File: config.mk
export PLATFORM = sky130hd
export DESIGN_NAME = standby_rx_packer
export DESIGN_NICKNAME = d
export VERILOG_FILES = /design/src/rtl/standby_rx_packer.sv
export SDC_FILE = /design/constraint.sdc
export NUM_CORES = 1
export LEC_CHECK = 0
export ABC_CLOCK_PERIOD_IN_PS = 2800
export CORE_MARGIN = 5
export CORE_UTILIZATION = 49
export DETAILED_ROUTE_END_ITERATION = 12
export PLACE_DENSITY = 0.8
export SLEW_MARGIN = 20
export SYNTH_ARGS = -nofsm -noshare
export SYNTH_HDL_FRONTEND = slang
export SYNTH_SLANG_ARGS = --single-unit
File: constraint.sdc
create_clock -name clk_i -period 2.8 [get_ports clk_i]
set_clock_uncertainty 0.1 [all_clocks]
set_input_delay 0.56 -clock clk_i [delete_from_list [all_inputs] [get_ports clk_i]]
set_output_delay 0.56 -clock clk_i [all_outputs]
set_load 0.02 [all_outputs]
File: src/rtl/standby_rx_packer.sv
// RX datapath for the I3C standby controller: packs received bytes little-endian into
// queue words and emits one RX descriptor per transfer (count, type, status).
module standby_rx_packer #(
  parameter int unsigned DataWidth = 32,
  parameter int unsigned DescWidth = 32,
  parameter int unsigned MaxLen    = 4095
) (
  input  logic                 clk_i,
  input  logic                 rst_i,
  input  logic                 enable_i,
  input  logic                 transfer_start_i,
  input  logic                 transfer_stop_i,
  input  logic [1:0]           transfer_type_i,
  input  logic                 rx_byte_valid_i,
  input  logic [7:0]           rx_byte_i,
  output logic                 rx_byte_ready_o,
  output logic                 rx_queue_wvalid_o,
  input  logic                 rx_queue_wready_i,
  output logic [DataWidth-1:0] rx_queue_wdata_o,
  output logic                 rx_desc_queue_wvalid_o,
  input  logic                 rx_desc_queue_wready_i,
  output logic [DescWidth-1:0] rx_desc_queue_wdata_o,
  output logic                 overflow_o,
  output logic                 busy_o
);

  localparam int unsigned Lanes = DataWidth / 8;
  localparam int unsigned LaneW = (Lanes > 1) ? $clog2(Lanes) : 1;
  localparam logic [LaneW-1:0] LastLane = LaneW'(Lanes - 1);
  localparam logic [15:0] MaxCount = 16'(MaxLen);

  typedef enum logic [2:0] {
    StIdle,
    StRecv,
    StDrain,
    StFlush,
    StDesc
  } state_e;

  state_e               state_q, state_d;
  logic [15:0]          count_q, count_d;
  logic [LaneW-1:0]     lane_q, lane_d;
  logic [DataWidth-1:0] word_q, word_d;
  logic [1:0]           type_q, type_d;
  logic                 err_q, err_d;
  // end_q: an end event is latched; rs_q: that end was a repeated START
  logic                 end_q, end_d;
  logic                 rs_q, rs_d;
  logic                 word_full;
  logic                 end_evt;

  always_ff @(posedge clk_i or posedge rst_i) begin
    if (rst_i) begin
      state_q <= StIdle;
      count_q <= '0;
      lane_q  <= '0;
      word_q  <= '0;
      type_q  <= '0;
      err_q   <= 1'b0;
      end_q   <= 1'b0;
      rs_q    <= 1'b0;
    end else begin
      state_q <= state_d;
      count_q <= count_d;
      lane_q  <= lane_d;
      word_q  <= word_d;
      type_q  <= type_d;
      err_q   <= err_d;
      end_q   <= end_d;
      rs_q    <= rs_d;
    end
  end

  always_comb begin
    state_d   = state_q;
    count_d   = count_q;
    lane_d    = lane_q;
    word_d    = word_q;
    type_d    = type_q;
    err_d     = err_q;
    end_d     = end_q;
    rs_d      = rs_q;
    word_full = 1'b0;
    end_evt   = transfer_start_i | transfer_stop_i;

    rx_byte_ready_o        = 1'b0;
    rx_queue_wvalid_o      = 1'b0;
    rx_desc_queue_wvalid_o = 1'b0;
    overflow_o             = 1'b0;

    unique case (state_q)
      StIdle: begin
        if (transfer_start_i) begin
          state_d = StRecv;
          count_d = '0;
          lane_d  = '0;
          word_d  = '0;
          err_d   = 1'b0;
          end_d   = 1'b0;
          rs_d    = 1'b0;
        end
      end

      StRecv: begin
        rx_byte_ready_o = 1'b1;
        if (rx_byte_valid_i) begin
          type_d = transfer_type_i;
          if (count_q == MaxCount) begin
            // Byte is consumed but dropped; only the first drop pulses overflow.
            err_d      = 1'b1;
            overflow_o = ~err_q;
          end else begin
            for (int unsigned i = 0; i < Lanes; i++) begin
              if (lane_q == LaneW'(i)) begin
                word_d[8*i +: 8] = rx_byte_i;
              end
            end
            count_d = count_q + 16'd1;
            if (lane_q == LastLane) begin
              lane_d    = '0;
              word_full = 1'b1;
            end else begin
              lane_d = lane_q + LaneW'(1);
            end
          end
        end
        if (end_evt) begin
          end_d = 1'b1;
          rs_d  = transfer_start_i;
        end
        if (word_full) begin
          state_d = StDrain;
        end else if (end_evt) begin
          state_d = (lane_d != '0) ? StFlush : StDesc;
        end
      end

      StDrain: begin
        rx_queue_wvalid_o = 1'b1;
        if (transfer_start_i) begin
          end_d = 1'b1;
          rs_d  = 1'b1;
        end else if (transfer_stop_i && !end_q) begin
          end_d = 1'b1;
          rs_d  = 1'b0;
        end
        if (rx_queue_wready_i) begin
          word_d  = '0;
          state_d = end_d ? StDesc : StRecv;
        end
      end

      StFlush: begin
        rx_queue_wvalid_o = 1'b1;
        if (transfer_start_i) begin
          rs_d = 1'b1;
        end
        if (rx_queue_wready_i) begin
          word_d  = '0;
          lane_d  = '0;
          state_d = StDesc;
        end
      end

      StDesc: begin
        if (count_q == '0) begin
          // Address-only or aborted transfer: nothing to report.
          state_d = StIdle;
          end_d   = 1'b0;
          rs_d    = 1'b0;
        end else begin
          rx_desc_queue_wvalid_o = 1'b1;
          if (transfer_start_i) begin
            rs_d = 1'b1;
          end
          if (rx_desc_queue_wready_i) begin
            state_d = rs_d ? StRecv : StIdle;
            count_d = '0;
            lane_d  = '0;
            err_d   = 1'b0;
            end_d   = 1'b0;
            rs_d    = 1'b0;
          end
        end
      end

      default: state_d = StIdle;
    endcase

    if (!enable_i) begin
      state_d                = StIdle;
      count_d                = '0;
      lane_d                 = '0;
      word_d                 = '0;
      err_d                  = 1'b0;
      end_d                  = 1'b0;
      rs_d                   = 1'b0;
      rx_byte_ready_o        = 1'b0;
      rx_queue_wvalid_o      = 1'b0;
      rx_desc_queue_wvalid_o = 1'b0;
      overflow_o             = 1'b0;
    end
  end

  always_comb begin
    rx_desc_queue_wdata_o        = '0;
    rx_desc_queue_wdata_o[15:0]  = count_q;
    rx_desc_queue_wdata_o[17:16] = type_q;
    rx_desc_queue_wdata_o[31:28] = err_q ? 4'd1 : 4'd0;
  end

  assign rx_queue_wdata_o = word_q;
  assign busy_o           = (state_q != StIdle);

endmodule

== Word level (Yosys, flattened, before mapping) ==
Cells that the tools add are included.

* Output and inout port bits: 69
* Input bits: 18
* Register bits: 58
* Logic and storage cells: 143

* Mux-type cells: 79
* Add/sub/neg operators: 2
* Eq/ne operators: 30
* Reduce and logical (&&, ||, !) cells: 19
* Bitwise operators: 2

{| class="wikitable"
|+ Operators with widths
! kind !! count
|-
| $mux W32 || 5
|-
| $mux W16 || 6
|-
| $pmux W32 S3 || 1
|-
| $pmux W16 S3 || 1
|-
| $ne A3 B3 Y1 const B || 13
|-
| $mux W1 || 38
|-
| $reduce_and A6 Y1 || 6
|-
| $mux W8 || 4
|-
| $mux W3 || 10
|-
| $mux W2 || 9
|-
| $add A16 B1 Y16 const B || 1
|-
| $eq A16 B12 Y1 const B || 1
|-
| $logic_not A16 Y1 || 1
|-
| $pmux W3 S5 || 1
|-
| $ne A4 B4 Y1 const B || 3
|-
| $ne A5 B1 Y1 const B || 2
|-
| $reduce_and A5 Y1 || 2
|-
| $pmux W2 S4 || 1
|-
| $reduce_and A4 Y1 || 2
|-
| $eq A3 B2 Y1 const B || 2
|-
| $ne A6 B1 Y1 const B || 1
|-
| $pmux W1 S5 || 1
|-
| $eq A2 B2 Y1 const B || 2
|-
| $ne A4 B1 Y1 const B || 1
|-
| other kinds (18) || 18
|}

== Logic depth before layout (Yosys ltp) ==
Gate-level depths: netlist of the first run.

* Depth in word-level cells: 11
* Mapped depth: 9
* Mapped depth without buffers: 7

== Least setup slack after synthesis of the first run ==
Ideal clock, no wire load.

* Path type: reg-to-output
* From: reg count_q[1]
* To: out overflow_o
* Path slack: 0.141 ns
* Required time: 2.140 ns
* Stages on the path, launching flop included: 6
* Data arrival time: 1.999 ns
* Buffers on the path: 1
* Cells stage by stage: dfrtp_1 -> ha_1 -> and4_1 -> nand4_2 -> buf_2 -> nor4b_1

* Cells in the longest elaborated chain, start to end: 5

{| class="wikitable"
|+ RTL lines
! what !! line !! RTL
|-
| start: declaration || 41 || <nowiki>logic [15:0] count_q, count_d;</nowiki>
|-
| start signal: assignment || 64 || <nowiki>count_q <= count_d;</nowiki>
|-
| $eq A16 B12 Y1 || 108 || <nowiki>if (count_q == MaxCount) begin</nowiki>
|-
| $mux W1 || 108 ||
|-
| $mux W1 || 106 || <nowiki>if (rx_byte_valid_i) begin</nowiki>
|-
| $mux W1 || 91 || <nowiki>unique case (state_q)</nowiki>
|-
| $mux W1 || 190 || <nowiki>if (!enable_i) begin</nowiki>
|-
| end: declaration || 23 || <nowiki>output logic overflow_o,</nowiki>
|}

No other way between the ends.

== Worst setup path after layout of the first run ==
* From: in enable_i
* To: out rx_byte_ready_o

* Cells in the longest elaborated chain, start to end: 1

{| class="wikitable"
|+ RTL lines
! what !! line !! RTL
|-
| start: declaration || 10 || <nowiki>input logic enable_i,</nowiki>
|-
| $mux W1 || 190 ||
|-
| end: declaration || 16 || <nowiki>output logic rx_byte_ready_o,</nowiki>
|}

No other way between the ends.

==> metrics, run 1 <==
initial core utilization=49.8%; worst slew pin tran=526 ps; final hold vios=0; layout cells sized above 1=17.7%; #FFs+latches synth=58; # setup viols final=0; total track usage=20.9%; WP data required=2140 ps; final wirelength=8750 um; CTS Buf Count=9; ys async rst share=100%; DIE AREA=8590 sq um; Mapped Area=3350 sq um; pwr dens=783 nW/um^2; TritonCTS clock tree=done; grt total ovfl=0; H-tree depth=3; DR WL/cell=17.6 um; number of global-route vias before repair=2861; Die X=92.7 um; first-pass GRT wire length=14300 um; Max-slew headroom=64.9%; Ant. Diodes=0; most used cell, CP=clkdlybuf4s50_1; Clock Latency Late Sink=340 ps; most frequent cells after synthesis=dfrtp_1, mux2_1, a21oi_1, nand2_1, buf_4; Tcrit/Tclk final=96.8%; Fin Setup TNS=0 ps; post-CTS sizing=4; Clock Path Buffers=2; CP cell instances=clkdlybuf4s50_1 > nand2_1 > buf_4 > clkinv_1 > clkdlybuf4s50_1; min cycle time layout=2710 ps; DR WL met2=4340 um; FP Rows=30; initial drt markers=240; Avg Cell Area, Syn=10.4 sq um; RSZ-0062 raised after global routing=false; maximum vdd drop=0.587 mV; die height=92.7 um; hold path cells=1; Slowest cell on crit path=clkdlybuf4s50_1; initial antenna violation count=0; Clock Root Buffer=clkbuf_8; hold crit path type=reg2reg; total power=3.50 mW; met1 wire length=3630 um; R2R depth=9; fmax=369 MHz; # Post-CTS Setup Buffers=0; core area=6720 sq um; critical path launch point type=input pin; Worst EP arrival=2050 ps; Post-DP HPWL=6140 um; top-count cell post-synth=dfrtp_1; Yosys top cell area share=43.3%; gpl congestion=0.866; placed cells=481; ys flop type=dfrtp_1; Critical Path Fanout Max=13; register area share after synthesis=43.3%; status=finished, final reports clean; Worst path max stage delay=600 ps; Nets=436; Synth cell types=62; final std cells w/o fill=497; final hold slack=392 ps; Detailed Routing Iterations Pass 1=4; Top Layer Used=met4; synth warn=0; Vias/cell=5.78; io pins=87; largest net degree at the start of global routing=38; Crit Path Class=in2out; routed vias=2875; clock transition at the registers of the reported paths=80 ps; Routed Antenna Nets=0; number of flops mapped to enable cells by yosys=0; max_cap viols=0; remaining routing DRC violations=0; max-slew violation count=0; WL met3=660 um; post-synthesis instance total=321; IO buf count=73; Synth area leaders=dfrtp_1, mux2_1, mux2_2, a21oi_1, buf_4; clock sink count=58; largest area contributor in the netlist=dfrtp_1; Hold Buf Count CTS=0; crit end category=primary output; LEAKAGE=2.01 nW; area added between synthesis and finish=33.4%
-- stage by stage --
step	instance area (sq um)	setup slack [ps]	utilization, %
after CTS	4470	64.0	66.5
after global placement	4240	-63.8	63.1
after detailed placement	4240	-30.1	63.1
after global routing	4470	39.0	66.5
after floorplan	3390	141	-
final	4470	89.2	66.5
-- area by class of cell --
cell class	count	area, sq um
fill	509	2250
multi-input combinational	233	1700
sequential	58	1450
timing repair buffer	99	945
clock buffer	9	124
clock inverter	7	101
tap	80	100
inverter	11	41.3
-- placed cells by master, fill, tap and decap left out, types with 3 or more instances in the layout --
cell and instances:
nand4_1 5, nor3_1 3, a21oi_2 3, nand2b_1 3, nor2_4 4, buf_4 24, nor2b_1 3, inv_1 9
and3_1 11, dfrtp_1 58, conb_1 13, a21oi_1 22, o31ai_1 7, and4_1 3, mux2i_1 4, mux2_1 25
o211ai_1 4, clkdlybuf4s50_1 71, mux2_2 10, or3_1 8, nor2_1 12, nor2_2 3, nand2_1 20, o21ai_0 8
nand3_1 3, o21ai_1 7, clkbuf_8 9, or4_1 8, ha_1 6
-- worst paths after layout --
| kind | from | slack, ps | end |
|---|---|---|---|
| max reg2reg | count_q[0]$_DFFE_PP0P_ | 440 | count_q[13]$_DFFE_PP0P_ |
| min reg2reg | rx_queue_wdata_o[13]$_DFFE_PP0P_ | 390 | rx_queue_wdata_o[13]$_DFFE_PP0P_ |
| max in group asynchronous | rst_i | 1550 | state_q[0]$_DFFE_PP0P_ |
| max | enable_i | 90 | rx_byte_ready_o |
| min in group asynchronous | rst_i | 480 | lane_q[0]$_DFFE_PP0P_ |
| min | rx_queue_wdata_o[13]$_DFFE_PP0P_ | 390 | rx_queue_wdata_o[13]$_DFFE_PP0P_ |
-- routing by layer --
layer,global-route usage [%],up-vias
met5,0,-
met4,6.23,0
met3,5.52,13
met2,33.8,128
met1,27.4,1393
li1,-,1341
-- kinds of logic after synthesis --
kind of cell    Yosys count  share of synthesized area (%)
mux                      39                           13.0
compound gates           70                           14.0
flops                    58                           43.3
simple gates            104                           19.7
buf+inv                  42                           7.44
xor+xnor                  1                          0.262
other cells               1                          0.112
fa+ha+maj                 6                           2.24
-- where the power goes --
group          leakage, nW  switching, mW  internal [mW]
sequential           0.793         0.0972          0.991
combinational         1.11          0.830          0.688
clock                0.106          0.386          0.507
-- flip-flops by register name, summed over array words and instances, names as in the netlist --
register          cells
count_q              16
end_q                 1
err_q                 1
lane_q                2
rs_q                  1
rx_queue_wdata_o     32
state_q               3
type_q                2
-- worst max-delay path: cells and delay by family --
kind                   cells  cell delay [ps]
and+or+nand+nor            1              110
buffers and inverters      4             1390
Note: power is estimated with default switching activity, not from simulation.
==> run 2: changes to the inputs <==
Settings changed: ABC_CLOCK_PERIOD_IN_PS 2800 to 2660.
Clock period 2.8 ns to 2.66 ns, I/O delays scaled along.
==> run 2 against run 1 <==
Final cell count grew 2.2%; sequential share of layout area shrank 0.41 points; die area stayed put; register-to-register slack got worse by 270 ps; count of clock-buffer cells in the layout up 2; worst setup slack worse by 0.65 ps; combinational power is 6% higher; critical path type is now reg2out; critical endpoint is now rx_desc_queue_wvalid_o.
==> metrics, run 2 (same netlist as run 1, synthesis figures left out) <==
Die X=92.7 um (unchanged); fmax=389 MHz; Crit Path Class=reg2out; crit end category=primary output; min cycle time layout=2570 ps; maximum vdd drop=0.483 mV (-18%); gpl congestion=0.871 (+0.57%); die height=92.7 um (unchanged); total power=3.59 mW (+2.5%); Clock Root Buffer=clkbuf_8; status=finished, final reports clean; final wirelength=8850 um (+1.1%); Clock Latency Late Sink=340 ps (about the same); hold crit path type=reg2reg; max_cap viols=0 (unchanged); Worst EP arrival=1940 ps (-110 ps); Critical Path Fanout Max=6 (-7); LEAKAGE=2.10 nW (+4.2%); TritonCTS clock tree=done; Ant. Diodes=0 (unchanged); # setup viols final=0 (unchanged); CTS Buf Count=9 (unchanged); critical path launch point type=register; Hold Buf Count CTS=0 (unchanged); FP Rows=30 (unchanged); R2R depth=10 (+1); core area=6720 sq um (unchanged); final std cells w/o fill=508 (+2.2%); Tcrit/Tclk final=96.7%; area added between synthesis and finish=35.1%; initial antenna violation count=0 (unchanged); most common cell after layout, fill and taps aside=clkdlybuf4s50_1; initial drt markers=219 (-8.8%); Placement Cell Area=4310 sq um (+1.7%); number of global-route vias before repair=2913 (+1.8%); Detailed Routing Iterations Pass 1=5 (+1); initial core utilization=49.8% (unchanged); layout cells sized above 1=19.9% (+2.1 points); remaining routing DRC violations=0 (unchanged); WP data required=2030 ps (-110 ps); Nets=447 (+2.5%); max-slew violation count=0 (unchanged); first-pass GRT wire length=14400 um (+1.2%); post-route cell area=4520 sq um (+1.3%); hold path cells=1 (unchanged); Clock Path Buffers=2 (unchanged); clock transition at the registers of the reported paths=70 ps (about the same); Slowest cell on crit path=nor4_1; io pins=87 (unchanged); Vias/cell=5.81 (+0.52%); H-tree depth=3 (unchanged); Post-DP HPWL=6470 um (+5.4%); Worst path max stage delay=410 ps (-190 ps); placed cells=492 (+2.3%); CP cell instances=buf_4 > nor4_1 > nand4_1 > nor2b_1 > clkdlybuf4s15_1; most frequent cells in the layout=clkdlybuf4s50_1, dfrtp_1, buf_4; max reg flops=32 (unchanged); # fillers=523 (+2.8%); IO buf count=73 (unchanged); clock sink count=58 (unchanged); total track usage=21.3% (+0.47 points); routed vias=2954 (+2.7%); final hold vios=0 (unchanged); DR WL/cell=17.4 um (-1.1%); largest net degree at the start of global routing=39 (+2.6%); pwr dens=793 nW/um^2 (+1.2%); final hold slack=386 ps (-5.76 ps); RSZ-0062 raised after global routing=false; DIE AREA=8590 sq um (unchanged); Routed Antenna Nets=0 (unchanged); grt total ovfl=0 (unchanged)
## run 2: final cells by class
type	instances	area, sq um	area share (%)
sequential	58	1450	32.1
timing repair buffer	110	1020	22.6
clock inverter	5	52.6	1.16
multi-input combinational	233	1700	37.7
inverter	11	41.3	0.913
tap	80	100	2.21
clock buffer	11	151	3.35
## run 2: worst paths after layout
| kind | from | end | slack, ps |
|---|---|---|---|
| min in group asynchronous | rst_i | count_q[2]$_DFFE_PP0P_ | 430 |
| max | count_q[6]$_DFFE_PP0P_ | rx_desc_queue_wvalid_o | 90 |
| max in group asynchronous | rst_i | rx_queue_wdata_o[9]$_DFFE_PP0P_ | 1470 |
| min reg2reg | rx_queue_wdata_o[23]$_DFFE_PP0P_ | rx_queue_wdata_o[23]$_DFFE_PP0P_ | 390 |
| min | rx_queue_wdata_o[23]$_DFFE_PP0P_ | rx_queue_wdata_o[23]$_DFFE_PP0P_ | 390 |
| max reg2reg | count_q[0]$_DFFE_PP0P_ | count_q[9]$_DFFE_PP0P_ | 170 |
## run 2: where the power goes
group	switching [mW]	total (mW)	internal [mW]
logic	0.876	1.61	0.731
clock network	0.356	0.834	0.478
registers	0.100	1.15	1.04
total	1.33	3.59	2.25
## run 2: worst max-delay path, delay by kind of cell, from the launching register on
| family | cells | cell delay [ps] |
|---|---|---|
| buf+inv | 2 | 440 |
| flops | 1 | 380 |
| simple gates | 3 | 780 |
## run 2: what timing repair did
action                     4_1_cts  5_1_grt
resized for setup                6        3
buffers inserted                 0        0
setup endpoints to repair        2        3
## run 2: per-stage QoR
stage / TNS, ps / util, % / setup WS (ps)
detailed placement: -185 / 64.1 / -136
global route: 0 / 67.3 / 10.4
floorplan: 0 / - / 29.1
CTS: 0 / 67.2 / 18.4
finish: 0 / 67.3 / 88.6
global placement: -207 / 64.1 / -158
## run 2: routing by layer
| metal | global-route usage, % | vias to the layer above | share of wire [%] |
|---|---|---|---|
| met1 | 27.2 | 1444 | 42 |
| met3 | 5.77 | 30 | 6.8 |
| met2 | 33.8 | 126 | 49 |
| met5 | 0 | - | 0 |
| met4 | 9.77 | 0 | 2.8 |
| li1 | - | 1354 | - |
